--- config.mk ---
export PLATFORM = sky130hd
export DESIGN_NAME = sevenseg_reader
export DESIGN_NICKNAME = d
export VERILOG_FILES = /design/src/rtl/sevenseg_reader.sv
export SDC_FILE = /design/constraint.sdc
export NUM_CORES = 1
export LEC_CHECK = 0
export ABC_CLOCK_PERIOD_IN_PS = 2520
export BUFFER_PORTS_ARGS = -buffer_cell sky130_fd_sc_hd__clkbuf_2
export CAP_MARGIN = 20
export CORE_MARGIN = 5
export CORE_UTILIZATION = 35
export CTS_CLUSTER_DIAMETER = 80
export DETAILED_ROUTE_END_ITERATION = 7
export PLACE_DENSITY = 0.61
export SYNTH_ARGS = -nofsm -noshare
export SYNTH_HDL_FRONTEND = slang
export SYNTH_SLANG_ARGS = --single-unit
--- constraint.sdc ---
create_clock -name clock -period 2.52 [get_ports clock]
set_input_delay 0.252 -clock clock [delete_from_list [all_inputs] [get_ports clock]]
set_output_delay 0.252 -clock clock [all_outputs]
set_load 0.03 [all_outputs]
--- src/rtl/sevenseg_reader.sv ---
// Recovers hex digits from a multiplexed active-low seven-segment bus by
// qualifying each strobe/pattern pair for stability and decoding it back to a nibble.
module sevenseg_reader #(
  parameter int NDIGITS = 4,
  parameter int STABLE  = 4
) (
  input  logic                   clock,
  input  logic                   n_reset,
  input  logic [6:0]             seg,
  input  logic [NDIGITS-1:0]     anode,
  output logic [4*NDIGITS-1:0]   value,
  output logic [NDIGITS-1:0]     digit_ok,
  output logic                   frame_valid,
  output logic                   error
);

  localparam logic [7:0] STABLE_C = 8'(STABLE);

  typedef enum logic [1:0] {IDLE, SETTLE, HELD} state_t;

  state_t             state, state_next;
  logic [6:0]         seg_q, hold_seg;
  logic [NDIGITS-1:0] an_q, hold_an, mask, cap_bit;
  logic [7:0]         count, count_next;
  logic               load_hold, capture_next, capture_q;
  logic               legal, match;
  logic               dec_valid, dec_blank;
  logic [3:0]         dec_nib;

  assign legal   = $onehot(~an_q);
  assign match   = (an_q == hold_an) && (seg_q == hold_seg);
  assign cap_bit = ~hold_an;

  always_ff @(posedge clock or negedge n_reset) begin
    if (!n_reset) begin
      seg_q     <= 7'h7f;
      an_q      <= '1;
      hold_seg  <= 7'h7f;
      hold_an   <= '1;
      count     <= 8'd0;
      state     <= IDLE;
      capture_q <= 1'b0;
    end else begin
      seg_q     <= seg;
      an_q      <= anode;
      count     <= count_next;
      state     <= state_next;
      capture_q <= capture_next;
      if (load_hold) begin
        hold_seg <= seg_q;
        hold_an  <= an_q;
      end
    end
  end

  // Capture is requested once the pair has held STABLE samples, then performed one edge later.
  always_comb begin
    state_next   = state;
    count_next   = count;
    load_hold    = 1'b0;
    capture_next = 1'b0;
    case (state)
      IDLE: begin
        if (legal) begin
          load_hold  = 1'b1;
          count_next = 8'd1;
          state_next = SETTLE;
        end
      end
      SETTLE: begin
        if (!legal) begin
          count_next = 8'd0;
          state_next = IDLE;
        end else if (!match) begin
          load_hold  = 1'b1;
          count_next = 8'd1;
        end else if (count >= STABLE_C) begin
          capture_next = 1'b1;
          state_next   = HELD;
        end else begin
          count_next = count + 8'd1;
        end
      end
      HELD: begin
        if (!legal) begin
          count_next = 8'd0;
          state_next = IDLE;
        end else if (!match) begin
          load_hold  = 1'b1;
          count_next = 8'd1;
          state_next = SETTLE;
        end
      end
      default: begin
        count_next = 8'd0;
        state_next = IDLE;
      end
    endcase
  end

  always_comb begin
    dec_valid = 1'b1;
    dec_blank = 1'b0;
    dec_nib   = 4'h0;
    case (hold_seg)
      7'b1000000: dec_nib = 4'h0;
      7'b1111001: dec_nib = 4'h1;
      7'b0100100: dec_nib = 4'h2;
      7'b0110000: dec_nib = 4'h3;
      7'b0011001: dec_nib = 4'h4;
      7'b0010010: dec_nib = 4'h5;
      7'b0000010: dec_nib = 4'h6;
      7'b1111000: dec_nib = 4'h7;
      7'b0000000: dec_nib = 4'h8;
      7'b0010000: dec_nib = 4'h9;
      7'b0001000: dec_nib = 4'hA;
      7'b0000011: dec_nib = 4'hB;
      7'b1000110: dec_nib = 4'hC;
      7'b0100001: dec_nib = 4'hD;
      7'b0000110: dec_nib = 4'hE;
      7'b0001110: dec_nib = 4'hF;
      7'b1111111: begin
        dec_valid = 1'b0;
        dec_blank = 1'b1;
      end
      default:    dec_valid = 1'b0;
    endcase
  end

  // A frame completes when a valid capture fills the mask; the mask restarts empty.
  always_ff @(posedge clock or negedge n_reset) begin
    if (!n_reset) begin
      value       <= '0;
      digit_ok    <= '0;
      mask        <= '0;
      frame_valid <= 1'b0;
      error       <= 1'b0;
    end else begin
      frame_valid <= 1'b0;
      error       <= 1'b0;
      if (capture_q) begin
        if (dec_valid) begin
          for (int i = 0; i < NDIGITS; i++) begin
            if (cap_bit[i]) value[4*i +: 4] <= dec_nib;
          end
          digit_ok <= digit_ok | cap_bit;
          if ((mask | cap_bit) == '1) begin
            frame_valid <= 1'b1;
            mask        <= '0;
          end else begin
            mask <= mask | cap_bit;
          end
        end else if (dec_blank) begin
          digit_ok <= digit_ok & ~cap_bit;
        end else begin
          digit_ok <= digit_ok & ~cap_bit;
          mask     <= mask & ~cap_bit;
          error    <= 1'b1;
        end
      end
    end
  end

endmodule

==> results.yml, run 1 <==
status:
  status: "complete, no violations"
global_route:
  grt_pass1_vias: 2164
  antenna_found_initial: 0
  grt_pass1_wl_um: 10200
  track_usage: 0.127
  grt_max_degree: 60
  grt_remaining_overflow: 0
clock_tree:
  cts_sinks: 59
  cts_made_buffers: 9
  max-clock-path-buffers: 2
  htreeDepth: 3
  clk_latency_ps: 340
  clk_pin_slew_ps: 70
  cts_tree: "done"
  cts-root-buf: "clkbuf_8"
power:
  max-vdd-ir-drop_mv: 0.513
  power_frac_comb: 0.327
  power_switching_mw: 1.22
  p_clk_frac: 0.256
  power.total_mw: 3.38
  p_int_mw: 2.16
  switching_share: 0.361
  power_frac_seq: 0.417
  cellPowerDensity_nw_per_um2: 917
  power.leakage_nw: 1.65
sta:
  layout_setup_ws_ps: 102
  fmax_mhz: 414
  finClkSkew_ps: 8.82
  tns_ps: 0
  worst_pin_slew_ps: 726
  finalCritPeriodShare: 0.959
  finalHoldViolCount: 0
  final.min_clock_period_ps: 2420
  rsz0062_at_grt: "no"
  max-slew-margin-rel: 0.516
  slew_violations: 0
  setup_viol: 0
detailed_routing:
  routed_wl_um: 6290
  dr.pass1.iters: 5
  drtAntennaViolNets: 0
  drtIter0Drc: 140
  vias: 2288
  avgViaCountPerCell: 5.06
  remaining_drc_errors: 0
  routedWlPerCell_um: 13.9
synthesis:
  ys_warn_count: 0
  synth_top_area_cell: "dfrtp_1"
  ys_seq_elements: 59
  netlist.area_leader.share: 0.307
  avgSynthCellArea_um2: 10.6
  synth_edf_count: 0
  synth_nets: 306
  synth_area_leaders: "dfrtp_1 (31%), dfstp_2 (19%), mux2_2 (4.8%)"
  netlist-cell-type-count: 56
  async_reset_ff_frac: 1.00
  netlist_area_um2: 3020
  yosysSeqAreaShare: 0.498
  synthCells: 284
  yosys_most_used_dff: "dfrtp_1"
placed_design:
  hpwl_um: 4570
  post-place-ws_ps: 82.3
  gp_congestion: 0.851
  port_buffers: 34
final_layout:
  antenna_cells: 0
  final_nets: 364
  multi_input_area_um2: 1390
  n_fill_cell: 796
  areaGrowthSynthToFinish_pct: 21.9
  final_layout_size_suffix_gt1_frac: 0.331
  fin_util: 0.443
  seq_area_um2: 1500
setup_path:
  reg2reg_slack_ps: 100
  crit_path_top_delay_cell: "fa_1"
  path_max_fanout: 5
  end_kind: "register"
  critPathMaxStageDelay_ps: 530
  r2r_start: "an_q[0]"
  path_cells: "fa_1 > inv_1 > ha_1 > ha_1 > nor2_2 > and2_4 > nand2_1 > or3_1 > a21oi_1"
  cp-start-kind: "register"
  critPathArrivalTime_ps: 2680
  reg2reg_depth: 9
  r2r-end: "state[1]"
  critPathLaunch: "an_q[0]"
  required_ps: 2780
  path_class: "register to register"
  crit_path_frequent_cell: "ha_1"
worst_hold_path:
  min_from: "anode[3]"
  hold_path_depth: 1
  min_to: "an_q[3]"
  hp-class: "input port to register"
die:
  die_h_um: 103
  rows: 33
  die_w_um: 103
  core_area_um2: 8300
  start_util: 0.364
  dieArea_um2: 10600
  ioPinCount: 35
job:
  maxCapViolCount: 0
worst max-delay path: cells and delay by family (launching register included):
| family | cells | cell delay, ps |
|---|---|---|
| buf+inv | 1 | 40 |
| compound gates | 1 | 170 |
| fa+ha+maj | 3 | 980 |
| flops | 1 | 390 |
| simple gates | 4 | 760 |
through the flow:
step,area (µm²),std cells,hold WS (ps)
6_report,3680,452,21.1
3_5_place_dp,3340,422,341
3_3_place_gp,3340,422,341
5_1_grt,3680,452,6.80
2_1_floorplan,3020,284,-43.6
4_1_cts,3640,448,9.81
placed cells by master, fill, tap and decap left out, drive strengths merged, types with 3 or more instances in the layout:
cell type,Yosys,final
mux2i,3,3
nand3,9,9
nor2,28,28
nor3,10,10
nor2b,8,8
a31oi,6,6
xnor2,11,11
dfstp,22,22
a21o,3,3
mux2,19,19
clkbuf,3,44
o32a,3,3
dlygate4sd3,0,10
a211oi,3,3
ha,8,8
a21oi,9,9
dfrtp,37,37
inv,14,15
nand2,20,20
o21ai,17,17
nand4,4,4
or2,4,4
buf,11,17
power groups by stage:
| stage | sequential [mW] | clock (mW) | combinational (mW) |
|---|---|---|---|
| 2_1_floorplan | 1.24 | 0 | 0.950 |
| 3_3_place_gp | 1.42 | 0 | 1.01 |
| 3_5_place_dp | 1.43 | 0 | 1.02 |
| 4_1_cts | 1.42 | 0.892 | 1.04 |
| 5_1_grt | 1.44 | 0.929 | 1.23 |
| 6_report | 1.41 | 0.863 | 1.11 |
registers in the layout (all words and copies together) (netlist names), named ones only:
register	count
seg_q	7
state	2
mask	4
value	16
hold_an	4
capture_q	1
an_q	4
count	8
error	1
frame_valid	1
hold_seg	7
synth_stat cells (all sizes together), types with 3 or more instances:
| cell type | instances |
|---|---|
| dfstp | 22 |
| inv | 14 |
| dfrtp | 37 |
| a21o | 3 |
| nand4 | 4 |
| o21ai | 17 |
| o32a | 3 |
| mux2 | 19 |
| a211oi | 3 |
| a31oi | 6 |
| ha | 8 |
| or2 | 4 |
| nor2 | 28 |
| a21oi | 9 |
| nor3 | 10 |
| xnor2 | 11 |
| buf | 11 |
| nand2 | 20 |
| mux2i | 3 |
| clkbuf | 3 |
| nor2b | 8 |
| nand3 | 9 |
worst max-delay path by stage:
stage | to
after floorplan | count[1]
after CTS | state[1]
after detailed placement | state[1]
after global routing | value[10]
final | state[1]
after global placement | state[1]
cell families after synthesis:
kind of cell | Yosys count | synth area share
and+or+nand+nor | 100 | 0.175
xor gates and xnor gates | 12 | 0.0348
muxes | 22 | 0.0808
buffers and inverters | 28 | 0.0443
DFF | 59 | 0.498
adders and majority gates | 9 | 0.0398
AOI/OAI and AO/OA | 54 | 0.127
layer usage:
layer	part of all wire	up-vias	global-route usage
met4	0.021	0	0.0558
met5	0	-	0
met3	0.062	11	0.0392
li1	-	1123	-
met1	0.48	1096	0.170
met2	0.44	58	0.189
final cells by class:
cell class,instances,area share
Clock buffer,10,0.0374
Multi-Input combinational cell,197,0.377
Sequential cell,59,0.409
Inverter,14,0.0143
Timing Repair Buffer,61,0.109
Clock inverter,6,0.0173
Tap cell,105,0.0357
what timing repair did:
action / in CTS / in global routing
setup endpoints to repair: 0 / 4
hold buffers: 10 / 0
resized for setup: 0 / 4
hold endpoints to repair: 10 / 0
buffers inserted: 0 / 4
Note: power is estimated with default switching activity, not from simulation.
==> run 2: changes to the inputs <==
- ABC_CLOCK_PERIOD_IN_PS: 2520 -> 2900
- PLACE_DENSITY: 0.61 -> 0.59
- clock period: 2.52 -> 2.9 ns (I/O delays scaled with it)
==> results.yml, run 2 (synthesized netlist as in run 1, its figures left out) <==
detailed_routing:
  routed_wl_um: 6040
  drtIter0Drc: 141
  vias: 2156
  drtAntennaViolNets: 0
  avgViaCountPerCell: 5.04
  routedWlPerCell_um: 14.1
  remaining_drc_errors: 0
  dr.pass1.iters: 4
sta:
  setup_viol: 0
  finalHoldViolCount: 0
  finalCritPeriodShare: 0.918
  hold_slack_ps: 29.6
  final.min_clock_period_ps: 2660
  layout_setup_ws_ps: 237
  fmax_mhz: 376
  rsz0062_at_grt: "no"
  slew_violations: 0
  worst_pin_slew_ps: 1010
  max-slew-margin-rel: 0.323
  finClkSkew_ps: 7.53
  tns_ps: 0
power:
  power.total_mw: 2.85
  max-vdd-ir-drop_mv: 0.392
  cellPowerDensity_nw_per_um2: 822
  power.leakage_nw: 1.55
final_layout:
  top_regs: "value x16, count x8"
  layout_common_cells: "dfrtp_1 (37), clkbuf_2 (34), nor2_1 (28), dfstp_2 (22), nand2_1 (20)"
  mostFrequentLayoutCell: "dfrtp_1"
  final_nets: 340
  final_layout_size_suffix_gt1_frac: 0.294
  areaGrowthSynthToFinish_pct: 15.0
  antenna_cells: 0
  fin_util: 0.418
  largest_register_ffs: 16
  stdcell_count: 428
  final_area_um2: 3470
  regMostFlops: "value"
clock_tree:
  cts_resized: 0
  clk_pin_slew_ps: 70
  cts_made_buffers: 9
  max-clock-path-buffers: 2
  cts-root-buf: "clkbuf_8"
  clk_latency_ps: 340
  cts_setup_buffers: 0
  cts_sinks: 59
  ctsHoldBuffers: 0
  htreeDepth: 3
  cts_tree: "done"
die:
  dieArea_um2: 10600
  core_area_um2: 8300
  rows: 33
  start_util: 0.364
  die_h_um: 103
  ioPinCount: 35
  die_w_um: 103
setup_path:
  path_class: "register to register"
  path_max_fanout: 11
  required_ps: 3160
  end_kind: "register"
  cp-start-kind: "register"
  critPathArrivalTime_ps: 2920
global_route:
  grt_pass1_wl_um: 10100
  grt_remaining_overflow: 0
  grt_pass1_vias: 2072
  track_usage: 0.124
  grt_max_degree: 60
  antenna_found_initial: 0
placed_design:
  place_area_um2: 3260
  post-place-ws_ps: 232
  port_buffers: 34
  dp_cells: 412
  hpwl_um: 4310
  gp_congestion: 0.844
job:
  maxCapViolCount: 0
worst_hold_path:
  hp-class: "input port to register"
status:
  status: "complete, no violations"
==> run 2: layout make-up <==
cell class                      count  area [µm²]
Inverter                           14        52.6
Sequential cell                    59        1500
Fill cell                         818        4830
Timing Repair Buffer               37         193
Tap cell                          105         131
Multi-Input combinational cell    197        1380
Clock buffer                       11         131
Clock inverter                      5        77.6
==> run 2: power by group <==
part           switching [mW]  leakage [nW]  internal, mW
logic                   0.412         0.697         0.359
clock network           0.316         0.105         0.481
registers               0.288         0.744         0.996
total                    1.02          1.55          1.84
==> run 2: path summary, 6_finish.rpt <==
check | start | end | slack [ps] | cells after the start
setup / recovery | an_q[0] | hold_an[3] | 240 | 9
hold / removal | anode[2] | an_q[2] | 30 | 1
max in group asynchronous | n_reset | state[0] | 2310 | 2
setup reg to reg | an_q[0] | hold_an[3] | 240 | 9
min in group asynchronous | n_reset | value[4] | 90 | 2
hold reg to reg | register | register | 480 | 2
==> run 2: worst max-delay path, stage by stage, from the launching register on <==
cell	delay, ps
dfstp_2	390
fa_1	530
inv_1	40
ha_1	170
ha_1	270
nor2_1	50
nand2_1	140
nor2_1	50
o21ai_1	530
mux2_2	420
==> run 2: metal layers <==
layer / global-route usage / vias up / share of wire
met5: 0 / - / 0
met4: 0.0538 / 0 / 0.013
met3: 0.0392 / 9 / 0.061
met2: 0.173 / 61 / 0.42
met1: 0.175 / 1014 / 0.51
li1: - / 1072 / -
==> run 3: changes to the inputs <==
- CELL_PAD_IN_SITES_DETAIL_PLACEMENT: default -> 1
- CELL_PAD_IN_SITES_GLOBAL_PLACEMENT: default -> 1
- PLACE_DENSITY: 0.59 -> 0.7
==> results.yml, run 3 (synthesized netlist as in run 1, its figures left out) <==
status:
  status: "complete, no violations"
detailed_routing:
  vias: 2226
  routed_wl_um: 6930
  drtAntennaViolNets: 0
  remaining_drc_errors: 0
  routedWlPerCell_um: 16.1
  wl_met3_um: 343
  avgViaCountPerCell: 5.18
  highest_layer: "met4"
  met2RoutedLength_um: 3170
  dr.pass1.iters: 4
  drtIter0Drc: 130
  wl_met1_um: 3320
global_route:
  track_usage: 0.145
  grt_max_degree: 37
  grt_remaining_overflow: 0
  grt_pass1_vias: 2313
  grt_pass1_wl_um: 11800
  antenna_found_initial: 0
clock_tree:
  max-clock-path-buffers: 2
  ctsHoldBuffers: 1
  cts_resized: 0
  cts-root-buf: "clkbuf_8"
  cts_tree: "done"
  cts_setup_buffers: 0
  htreeDepth: 3
  cts_made_buffers: 9
  cts_sinks: 59
  clk_pin_slew_ps: 70
  clk_latency_ps: 340
worst_hold_path:
  hp-class: "input port to register"
  hold_path_depth: 1
  min_from: "anode[2]"
power:
  power.leakage_nw: 1.54
  cellPowerDensity_nw_per_um2: 790
  max-vdd-ir-drop_mv: 0.380
  power.total_mw: 2.72
sta:
  finClkSkew_ps: 11.6
  layout_setup_ws_ps: 344
  hold_slack_ps: 24.4
  fmax_mhz: 391
  worst_pin_slew_ps: 670
  slew_violations: 0
  max-slew-margin-rel: 0.551
  finalCritPeriodShare: 0.881
  final.min_clock_period_ps: 2560
  setup_viol: 0
  tns_ps: 0
  finalHoldViolCount: 0
  rsz0062_at_grt: "no"
setup_path:
  path_delay_family: "adder cells"
  critPathArrivalTime_ps: 2790
  end_kind: "register"
  critPathLaunch: "an_q[0]"
  r2r_start: "an_q[0]"
  crit_path_top_delay_cell: "fa_1"
  reg2reg_depth: 9
  cp_num_buf_inv: 1
  path_depth: 9
  crit_path_frequent_cell: "ha_1"
  cp-start-kind: "register"
  path_cells: "fa_1 > inv_1 > ha_1 > ha_1 > nor2_1 > and2_1 > nand3_1 > nand2_1 > mux2_2"
  required_ps: 3130
  critPathMaxStageDelay_ps: 530
  path_max_fanout: 5
  path_class: "register to register"
die:
  rows: 33
  start_util: 0.364
  die_w_um: 103
  ioPinCount: 35
  core_area_um2: 8300
  die_h_um: 103
  dieArea_um2: 10600
final_layout:
  final_area_um2: 3440
  stdcell_count: 430
  largest_register_ffs: 16
  final_nets: 342
  fin_util: 0.414
  regMostFlops: "value"
  top_regs: "value x16, count x8"
  layout_common_cells: "dfrtp_1 (37), clkbuf_2 (34), nor2_1 (28), dfstp_2 (22), nand2_1 (20)"
  antenna_cells: 0
  mostFrequentLayoutCell: "dfrtp_1"
  n_fill_cell: 942
  final_layout_size_suffix_gt1_frac: 0.298
  areaGrowthSynthToFinish_pct: 13.9
placed_design:
  dp_cells: 413
  post-place-ws_ps: 340
  hpwl_um: 5220
  port_buffers: 34
  gp_congestion: 0.763
  place_area_um2: 3270
job:
  maxCapViolCount: 0
[run 3: cell count changes in the layout (fill, tap and decap cells not counted)]
cell	previous run	this run
inv_4	0	2
buf_4	3	4
dlygate4sd3_1	0	1
clkinv_1	1	0
bufinv_16	2	0
clkinv_2	1	3
clkinv_4	1	0
[run 3: final timing paths]
check	endpoint	slack, ps
setup / recovery	count[1]	340
min in group asynchronous	value[4]	470
hold / removal	an_q[2]	20
hold reg to reg	register	480
max in group asynchronous	hold_an[3]	2010
setup reg to reg	count[1]	340
[run 3: power by group]
part	internal (mW)	leakage (nW)	total [mW]	switching (mW)
clock network	0.307	0.0877	0.633	0.326
logic	0.365	0.705	0.792	0.428
registers	0.996	0.744	1.29	0.294
[run 3: worst reg2reg max path, stage by stage, from the launching register on]
cell,delay (ps)
dfstp_2,390
fa_1,530
inv_1,40
ha_1,170
ha_1,270
nor2_1,110
and2_1,220
nand3_1,200
nand2_1,190
mux2_2,340
[run 3: layout make-up]
cell class              instances  area, µm²  area share
clock inverters                 5       27.5     0.00801
flip-flops and latches         59       1500       0.437
clock buffers                  11        131      0.0382
inverters                      14       52.6      0.0153
well taps                     105        131      0.0382
multi-input cells             197       1380       0.402
repair buffers                 39        210      0.0611
[run 3: metal layers]
layer,vias up,track usage
met2,51,0.221
met1,1094,0.200
li1,1071,-
met4,0,0.0478
met5,-,0
met3,10,0.0372
